[config.mk]
export PLATFORM = sky130hd
export DESIGN_NAME = sevenseg_seq_monitor
export DESIGN_NICKNAME = d
export VERILOG_FILES = /design/src/rtl/sevenseg_seq_monitor.sv
export SDC_FILE = /design/constraint.sdc
export NUM_CORES = 1
export LEC_CHECK = 0
export CORE_MARGIN = 2
export CORE_UTILIZATION = 61
export DETAILED_ROUTE_END_ITERATION = 6
export PLACE_DENSITY = 0.83
export SYNTH_ARGS = -nofsm -noshare
export SYNTH_HDL_FRONTEND = slang
export SYNTH_SLANG_ARGS = --single-unit
export TNS_END_PERCENT = 5
[constraint.sdc]
create_clock -name clk -period 5.9 [get_ports clk]
set_input_delay 1.18 -clock clk [delete_from_list [all_inputs] [get_ports clk]]
set_output_delay 1.18 -clock clk [all_outputs]
set_load 0.005 [all_outputs]
[src/rtl/sevenseg_seq_monitor.sv]
// sevenseg_seq_monitor
//   Receive-side checker for the 14-step active-low 7-segment animation bus.
//   Each sampled pattern is debounced. The monitor locks on the step-0 pattern (FE),
//   then tracks the step index by context, because several patterns repeat
//   within the sequence. It reports lock, current step, completed cycles,
//   sequence errors and stalls.
//
//   Optional build macro: SEVENSEG_MON_SYNC_EN adds a 2-flop synchronizer on seg_in
//   (reset value 8'hFF) ahead of the debounce.
//
// Ports
//   clk          system clock
//   rst_n        asynchronous active-low reset
//   sample_en    one-cycle sampling strobe; all non-reset state advances only when high
//   seg_in       8-bit active-low segment bus
//   locked       high while tracking
//   step_idx     tracked step 0..13, 0 when not locked
//   cycle_done   one-cycle pulse on each step-13 -> step-0 transition
//   seq_err      one-cycle pulse on a sequence error
//   stall        one-cycle pulse on a tracking timeout
//   cycle_count  completed cycles, saturating
//   err_count    sequence errors, saturating
module sevenseg_seq_monitor #(
  parameter int unsigned STABLE_SAMPLES  = 2,
  parameter int unsigned TIMEOUT_SAMPLES = 64,
  parameter int unsigned CNT_W           = 8
) (
  input  logic             clk,
  input  logic             rst_n,
  input  logic             sample_en,
  input  logic [7:0]       seg_in,
  output logic             locked,
  output logic [3:0]       step_idx,
  output logic             cycle_done,
  output logic             seq_err,
  output logic             stall,
  output logic [CNT_W-1:0] cycle_count,
  output logic [CNT_W-1:0] err_count
);

  typedef enum logic [1:0] {StIdle, StTrack, StError} state_e;

  localparam logic [3:0]  StableMax   = 4'(STABLE_SAMPLES);
  localparam logic [15:0] TimeoutLast = 16'(TIMEOUT_SAMPLES - 1);
  localparam logic [7:0]  PatStart    = 8'hFE;

  function automatic logic [7:0] step_pattern(input logic [3:0] idx);
    logic [7:0] pat;
    case (idx)
      4'd0:    pat = 8'hFE;
      4'd1:    pat = 8'hAB;
      4'd2:    pat = 8'h11;
      4'd3:    pat = 8'hF5;
      4'd4:    pat = 8'hD5;
      4'd5:    pat = 8'hF3;
      4'd6:    pat = 8'hD5;
      4'd7:    pat = 8'h09;
      4'd8:    pat = 8'hFD;
      4'd9:    pat = 8'hE3;
      4'd10:   pat = 8'h61;
      4'd11:   pat = 8'hC7;
      4'd12:   pat = 8'h61;
      4'd13:   pat = 8'hE3;
      default: pat = 8'hFF;
    endcase
    return pat;
  endfunction

  // Bus as seen by the debounce stage
  logic [7:0] seg_s;

`ifdef SEVENSEG_MON_SYNC_EN
  logic [7:0] sync1_q, sync2_q;

  always_ff @(posedge clk or negedge rst_n) begin
    if (!rst_n) begin
      sync1_q <= 8'hFF;
      sync2_q <= 8'hFF;
    end else begin
      sync1_q <= seg_in;
      sync2_q <= sync1_q;
    end
  end

  assign seg_s = sync2_q;
`else
  assign seg_s = seg_in;
`endif

  state_e           state_q, state_d;
  logic [7:0]       cand_q, cand_d;
  logic [7:0]       acc_q, acc_d;
  logic [3:0]       stable_q, stable_d;
  logic [15:0]      timer_q, timer_d;
  logic [3:0]       step_q, step_d;
  logic             done_q, done_d;
  logic             err_q, err_d;
  logic             stall_q, stall_d;
  logic [CNT_W-1:0] cycles_q, cycles_d;
  logic [CNT_W-1:0] errs_q, errs_d;

  logic             accept;
  logic [3:0]       nxt;

  always_comb begin
    state_d  = state_q;
    cand_d   = cand_q;
    acc_d    = acc_q;
    stable_d = stable_q;
    timer_d  = timer_q;
    step_d   = step_q;
    cycles_d = cycles_q;
    errs_d   = errs_q;
    done_d   = 1'b0;
    err_d    = 1'b0;
    stall_d  = 1'b0;
    accept   = 1'b0;
    nxt      = (step_q == 4'd13) ? 4'd0 : step_q + 4'd1;

    if (sample_en) begin
      if (seg_s != cand_q) begin
        cand_d   = seg_s;
        stable_d = 4'd1;
      end else if (stable_q != StableMax) begin
        stable_d = stable_q + 4'd1;
      end

      // Accept only a pattern that has just become stable and differs from the last one
      accept = (stable_d == StableMax) && (cand_d != acc_q);

      if (accept) begin
        acc_d   = cand_d;
        timer_d = '0;
        unique case (state_q)
          StTrack: begin
            if (cand_d == step_pattern(nxt)) begin
              step_d = nxt;
              if (nxt == 4'd0) begin
                done_d = 1'b1;
                if (cycles_q != '1) cycles_d = cycles_q + CNT_W'(1);
              end
            end else if (cand_d == PatStart) begin
              // Generator restarted mid-sequence: legal, not a completed cycle
              step_d = 4'd0;
            end else begin
              err_d   = 1'b1;
              if (errs_q != '1) errs_d = errs_q + CNT_W'(1);
              state_d = StError;
              step_d  = 4'd0;
            end
          end
          default: begin
            if (cand_d == PatStart) begin
              state_d = StTrack;
              step_d  = 4'd0;
            end
          end
        endcase
      end else if (state_q == StTrack && step_q != 4'd0) begin
        if (timer_q >= TimeoutLast) begin
          stall_d = 1'b1;
          state_d = StIdle;
          step_d  = 4'd0;
          timer_d = '0;
        end else begin
          timer_d = timer_q + 16'd1;
        end
      end else begin
        // Idle at step 0 is legal, so the timer is held clear there
        timer_d = '0;
      end
    end
  end

  always_ff @(posedge clk or negedge rst_n) begin
    if (!rst_n) begin
      state_q  <= StIdle;
      cand_q   <= 8'hFF;
      acc_q    <= 8'hFF;
      stable_q <= 4'd0;
      timer_q  <= '0;
      step_q   <= 4'd0;
      done_q   <= 1'b0;
      err_q    <= 1'b0;
      stall_q  <= 1'b0;
      cycles_q <= '0;
      errs_q   <= '0;
    end else begin
      state_q  <= state_d;
      cand_q   <= cand_d;
      acc_q    <= acc_d;
      stable_q <= stable_d;
      timer_q  <= timer_d;
      step_q   <= step_d;
      done_q   <= done_d;
      err_q    <= err_d;
      stall_q  <= stall_d;
      cycles_q <= cycles_d;
      errs_q   <= errs_d;
    end
  end

  assign locked      = (state_q == StTrack);
  assign step_idx    = step_q;
  assign cycle_done  = done_q;
  assign seq_err     = err_q;
  assign stall       = stall_q;
  assign cycle_count = cycles_q;
  assign err_count   = errs_q;

endmodule

==> results of run 1 <==
==> cell usage in the layout (no fill, tap or decap), types with 4 or more instances in the layout <==
cell             instances
dfstp_2                 16
o21ai_0                 10
a31oi_1                  4
nand4_1                  8
o31ai_1                  4
xor2_1                  20
nor3_1                   8
mux2_2                  18
dfrtp_1                 45
nor3b_1                  4
nand2_1                 30
and3_1                   4
nor2_1                  13
clkdlybuf4s50_1         33
xnor2_1                 12
nand2b_1                 8
a22o_1                   4
inv_1                   13
a21oi_1                  5
ha_1                     5
nor2b_1                 14
clkbuf_8                 9
nor4_1                   6
nand3_1                 12
==> worst max path at each step <==
stage	startpoint	slack (ns)	endpoint
floorplan	seg_in[0]	2.73	err_count[1]
global placement	seg_in[3]	1.93	err_count[1]
detailed placement	seg_in[3]	1.87	err_count[1]
CTS	seg_in[3]	2.16	err_count[1]
global route	seg_in[3]	1.99	step_idx[3]
finish	seg_in[3]	2.17	err_count[1]
==> area by class of cell <==
cell class                      count  share of cell area
Multi-Input combinational cell    240               0.437
Sequential cell                    61               0.393
Timing Repair Buffer               36              0.0890
Clock buffer                       10              0.0324
Tap cell                           72              0.0229
Clock inverter                      5              0.0133
Inverter                           13              0.0124
==> cell families after synthesis <==
kind of cell,synth area share
fa+ha+maj,0.0181
buf+inv,0.0560
flops,0.447
mux,0.0643
simple gates,0.215
xor+xnor,0.0810
compound gates,0.119
==> cells in the mapped netlist, types with 5 or more instances <==
master	instances	share of area
nor2b_1	14	0.025
nor2_1	13	0.014
nand2_1	30	0.033
dfrtp_1	45	0.33
mux2_2	18	0.059
o21ai_0	10	0.014
xor2_1	20	0.051
ha_1	5	0.018
nand2b_1	8	0.014
nand4_1	8	0.014
nand3_1	12	0.017
xnor2_1	12	0.030
nor3_1	8	0.012
inv_1	13	0.014
a21oi_1	5	0.0072
nor4_1	6	0.011
buf_2	14	0.020
dfstp_2	16	0.12
==> tightest hold or removal path: stages (launching register included) <==
cell and delay (ns):
dfrtp_1 0.34, nand2_1 0.06, o41ai_2 0.05
==> registers in the layout, indices dropped and copies added, names as in the netlist <==
register and flops:
cycle_done 1, state_q 2, acc_q 8, cycle_count 8
timer_q 16, cand_q 8, stall 1, err_count 8
stable_q 4, step_idx 4, seq_err 1
==> routing by layer <==
| metal | wire length [microns] | track usage |
|---|---|---|
| met5 | 0 | 0 |
| met4 | 110 | 0.110 |
| met3 | 361 | 0.0489 |
| met2 | 3200 | 0.344 |
| met1 | 3280 | 0.349 |
==> power by group <==
| part | switching (mW) | internal, mW | leakage [nW] |
|---|---|---|---|
| Clock | 0.162 | 0.191 | 0.0919 |
| Sequential | 0.0162 | 0.441 | 0.781 |
| Combinational | 0.0430 | 0.0408 | 0.849 |
| Total | 0.222 | 0.672 | 1.72 |
==> through the flow <==
stage          worst slack, ns  cells
2_1_floorplan             2.73    338
3_3_place_gp              1.93    422
3_5_place_dp              1.87    422
4_1_cts                   2.16    437
5_1_grt                   1.99    437
6_report                  2.17    437
==> impl_metrics.ini, run 1 <==
[outcome]
status = complete, no violations

[critical_path]
r2r_end = step_idx[3]
critPathRequiredTime_ns = 6.13
cp_num_buf_inv = 1
cp_max_fo = 12
crit_type = input port to register
slowest_delay_ns = 0.79
rrSetupSlack_ns = 3.03
cp_slowest_cell = clkdlybuf4s50_1
crit_chain = clkdlybuf4s50_1, xnor2_1, nand4_1, or2_1, nor3_4, nand3_1, nor3_2, mux2_2
cp_num_cells = 8
r2r_start = stable_q[0]
crit_path_end_kind = register
start_kind = input port
cp.arrival_ns = 3.95
reg2reg_depth = 9
critical_path.top_delay_family = simple AND/OR/NAND/NOR gates

[die]
fp.dieH_microns = 79.3
die_area_sq_um = 6290
io-pin-count = 35
start_util = 0.629
fp.dieW_microns = 79.3
num_rows = 27
core_sq_um = 5510

[layout]
nets = 377
drive_gt1_frac = 0.173
n_fill_cell = 401
seqCellArea_sq_um = 1550
multi_input_area_sq_um = 1720
antenna_cells = 0
final_area_sq_um = 3940
fin_util = 0.715
syn_to_final_growth_pct = 13.7

[sta]
rsz0062_at_grt = no
timing.fmax_mhz = 268
slew_headroom = 0.501
slew_violations = 0
setup_viol = 0
setup_tns_ns = 0
timing.final.crit_share = 0.632
worst_pin_slew_ns = 0.749
finalHoldViolCount = 0
min_period_ns = 3.73
whs_ns = 0.480
fin_worst_skew_ns = 0.00779

[clock_network]
cts_resized = 0
ctsHoldBuffers = 0
cts_tree = done
clk_pin_slew_ns = 0.07
clk_path_buf_depth = 2
clk_latency_ns = 0.34
cts-htree-levels = 3
cts_root_buf = clkbuf_8
cts-buffers-inserted = 9
cts.sinks = 61
postCtsSetupBuffers = 0

[logic_synthesis]
synth_fp_nets = 354
syn_inst = 338
synth_edf_count = 0
postSynthAreaPerCell_sq_um = 10.2
yosys_most_used_dff = dfrtp_1
async_flop_share = 1.00
yosysSeqAreaShare = 0.447
ys_seq_elements = 61
syn_area_sq_um = 3460
yosys_warnings = 0
ys_types = 65

[placed_design]
placed_area_sq_um = 3760
place.gp.congestion = 0.809
portBuffers = 34
dp_hpwl_mm = 4.65

[detailed_routing]
wl_per_cell_microns = 15.9
wl_mm = 6.94
via_per_inst = 5.97
drc = 0
vias = 2608
antenna_left = 0
drt-initial-drc-count = 116
first_pass_iters = 4

[grt]
track_usage = 0.240
first_global_vias = 2439
overflow = 0
antenna_found_initial = 0
grt_max_degree = 62
grt_pass1_wl_mm = 11.7

[flow_run]
drv_cap = 0

[worst_hold_path]
min_from = state_q[1]
whs_path_depth = 2
hold_class = register to register
hold_end = state_q[1]

[power]
power.total_mw = 0.894
power.leakage_nw = 1.72
ir_drop_mv = 0.241
cellPowerDensity_nw_per_um2 = 227
No activity file was read; power rests on OpenSTA's default activity.
==> run 2: changes to the inputs <==
- CORE_UTILIZATION: 61 -> 57
- PLACE_DENSITY: 0.83 -> 0.78
- clock period: 5.9 -> 3.62 ns (I/O delays scaled with it)
==> impl_metrics.ini, run 2 (synthesized netlist as in run 1, its figures left out) <==
[sta]
setup_tns_ns = 0
finalHoldViolCount = 0
min_period_ns = 3.12
worst_pin_slew_ns = 0.768
rsz0062_at_grt = no
slew_headroom = 0.488
fin_worst_skew_ns = 0.00812
timing.final.crit_share = 0.861
whs_ns = 0.445
slew_violations = 0
setup_viol = 0
timing.fmax_mhz = 321

[clock_network]
clk_latency_ns = 0.34
postCtsSetupBuffers = 0
cts_resized = 0
cts_root_buf = clkbuf_8
ctsHoldBuffers = 0
cts-htree-levels = 3
cts.sinks = 61
cts_tree = done
clk_path_buf_depth = 2
cts-buffers-inserted = 9
clk_pin_slew_ns = 0.07

[critical_path]
reg2reg_depth = 7
cp.arrival_ns = 3.38
cp_max_fo = 12
critPathRequiredTime_ns = 3.88
start_kind = input port
rrSetupSlack_ns = 0.74
r2r_end = err_count[1]
cp-startpoint = seg_in[3]
r2r_start = step_idx[0]
crit_path_end_kind = register
crit_type = input port to register

[layout]
layout_common_cells = dfrtp_1 (45), clkdlybuf4s50_1 (33), nand2_1 (30), xor2_1 (20), mux2_2 (18)
largest_reg_flops = 16
fin_util = 0.679
final_common_cell = dfrtp_1
antenna_cells = 0
seqCellArea_sq_um = 1550
nets = 382
n_fill_cell = 460
regMostFlops = timer_q
syn_to_final_growth_pct = 15.4
drive_gt1_frac = 0.189
finalNonFillerCells = 446
multi_input_area_sq_um = 1720

[flow_run]
drv_cap = 0

[detailed_routing]
wl_per_cell_microns = 16.0
first_pass_iters = 4
drc = 0
antenna_left = 0
drt-initial-drc-count = 200
wl_mm = 7.12
vias = 2596
via_per_inst = 5.82

[power]
ir_drop_mv = 0.236
power.leakage_nw = 1.75
cellPowerDensity_nw_per_um2 = 374

[grt]
antenna_found_initial = 0
grt_max_degree = 34
overflow = 0
track_usage = 0.234
first_global_vias = 2496
grt_pass1_wl_mm = 11.8

[die]
io-pin-count = 35
die_area_sq_um = 6710
num_rows = 28
fp.dieH_microns = 81.9
core_sq_um = 5890
start_util = 0.588
fp.dieW_microns = 81.9

[placed_design]
dp_hpwl_mm = 4.99
portBuffers = 34
dp_cells = 430
place.gp.congestion = 0.862

[outcome]
status = complete, no violations

[worst_hold_path]
hold_class = input port to asynchronous set/reset pin
-- run 2: critical path, cell delays in order --
cell             delay (ns)
clkdlybuf4s50_1        0.77
xnor2_1                0.18
nand4_1                0.13
or2_1                  0.33
nor3_4                 0.37
nand4_1                0.38
nor3_1                 0.30
xor2_1                 0.17
-- run 2: power breakdown --
group | switching, mW | internal, mW
Combinational | 0.0723 | 0.0681
Sequential | 0.0267 | 0.718
Clock | 0.288 | 0.320
-- run 2: layout make-up --
| class | count | area share |
|---|---|---|
| clock buffer | 9 | 0.0310 |
| clock inverter | 7 | 0.0185 |
| inverter | 13 | 0.0122 |
| multi-input combinational | 240 | 0.431 |
| sequential | 61 | 0.387 |
| tap | 75 | 0.0235 |
| timing repair buffer | 41 | 0.0971 |
-- run 2: layer usage --
layer  vias to the layer above  part of all wire  global-route usage
met4                         0             0.016              0.0883
met2                        73              0.47               0.362
met1                      1254              0.47               0.325
met5                         -                 0                   0
met3                        10             0.049              0.0495
li1                       1259                 -                   -
-- run 2: how the worst max path moves through the flow --
stage / end / slack, ns / depth (start not counted)
after global placement: step_idx[3] / 0.28 / 8
after floorplan: err_count[1] / 0.91 / 9
after CTS: cycle_count[5] / 0.53 / 8
final: cycle_count[5] / 0.50 / 8
after detailed placement: cycle_count[5] / 0.17 / 8
after global routing: cycle_count[5] / 0.32 / 8
-- run 2: through the flow --
step                instance area (sq um)  power [mW]  worst slack [ns]
global placement                     3800       0.894             0.284
global route                         4000        1.55             0.320
floorplan                            3460       0.849             0.910
finish                               4000        1.49             0.504
CTS                                  4000        1.50             0.526
detailed placement                   3800       0.898             0.169
==> run 3: changes to the inputs <==
- CAP_MARGIN: not set -> 20
==> results of run 3 <==
Same layout as run 2: the final DEF is identical, and so are final timing and power.
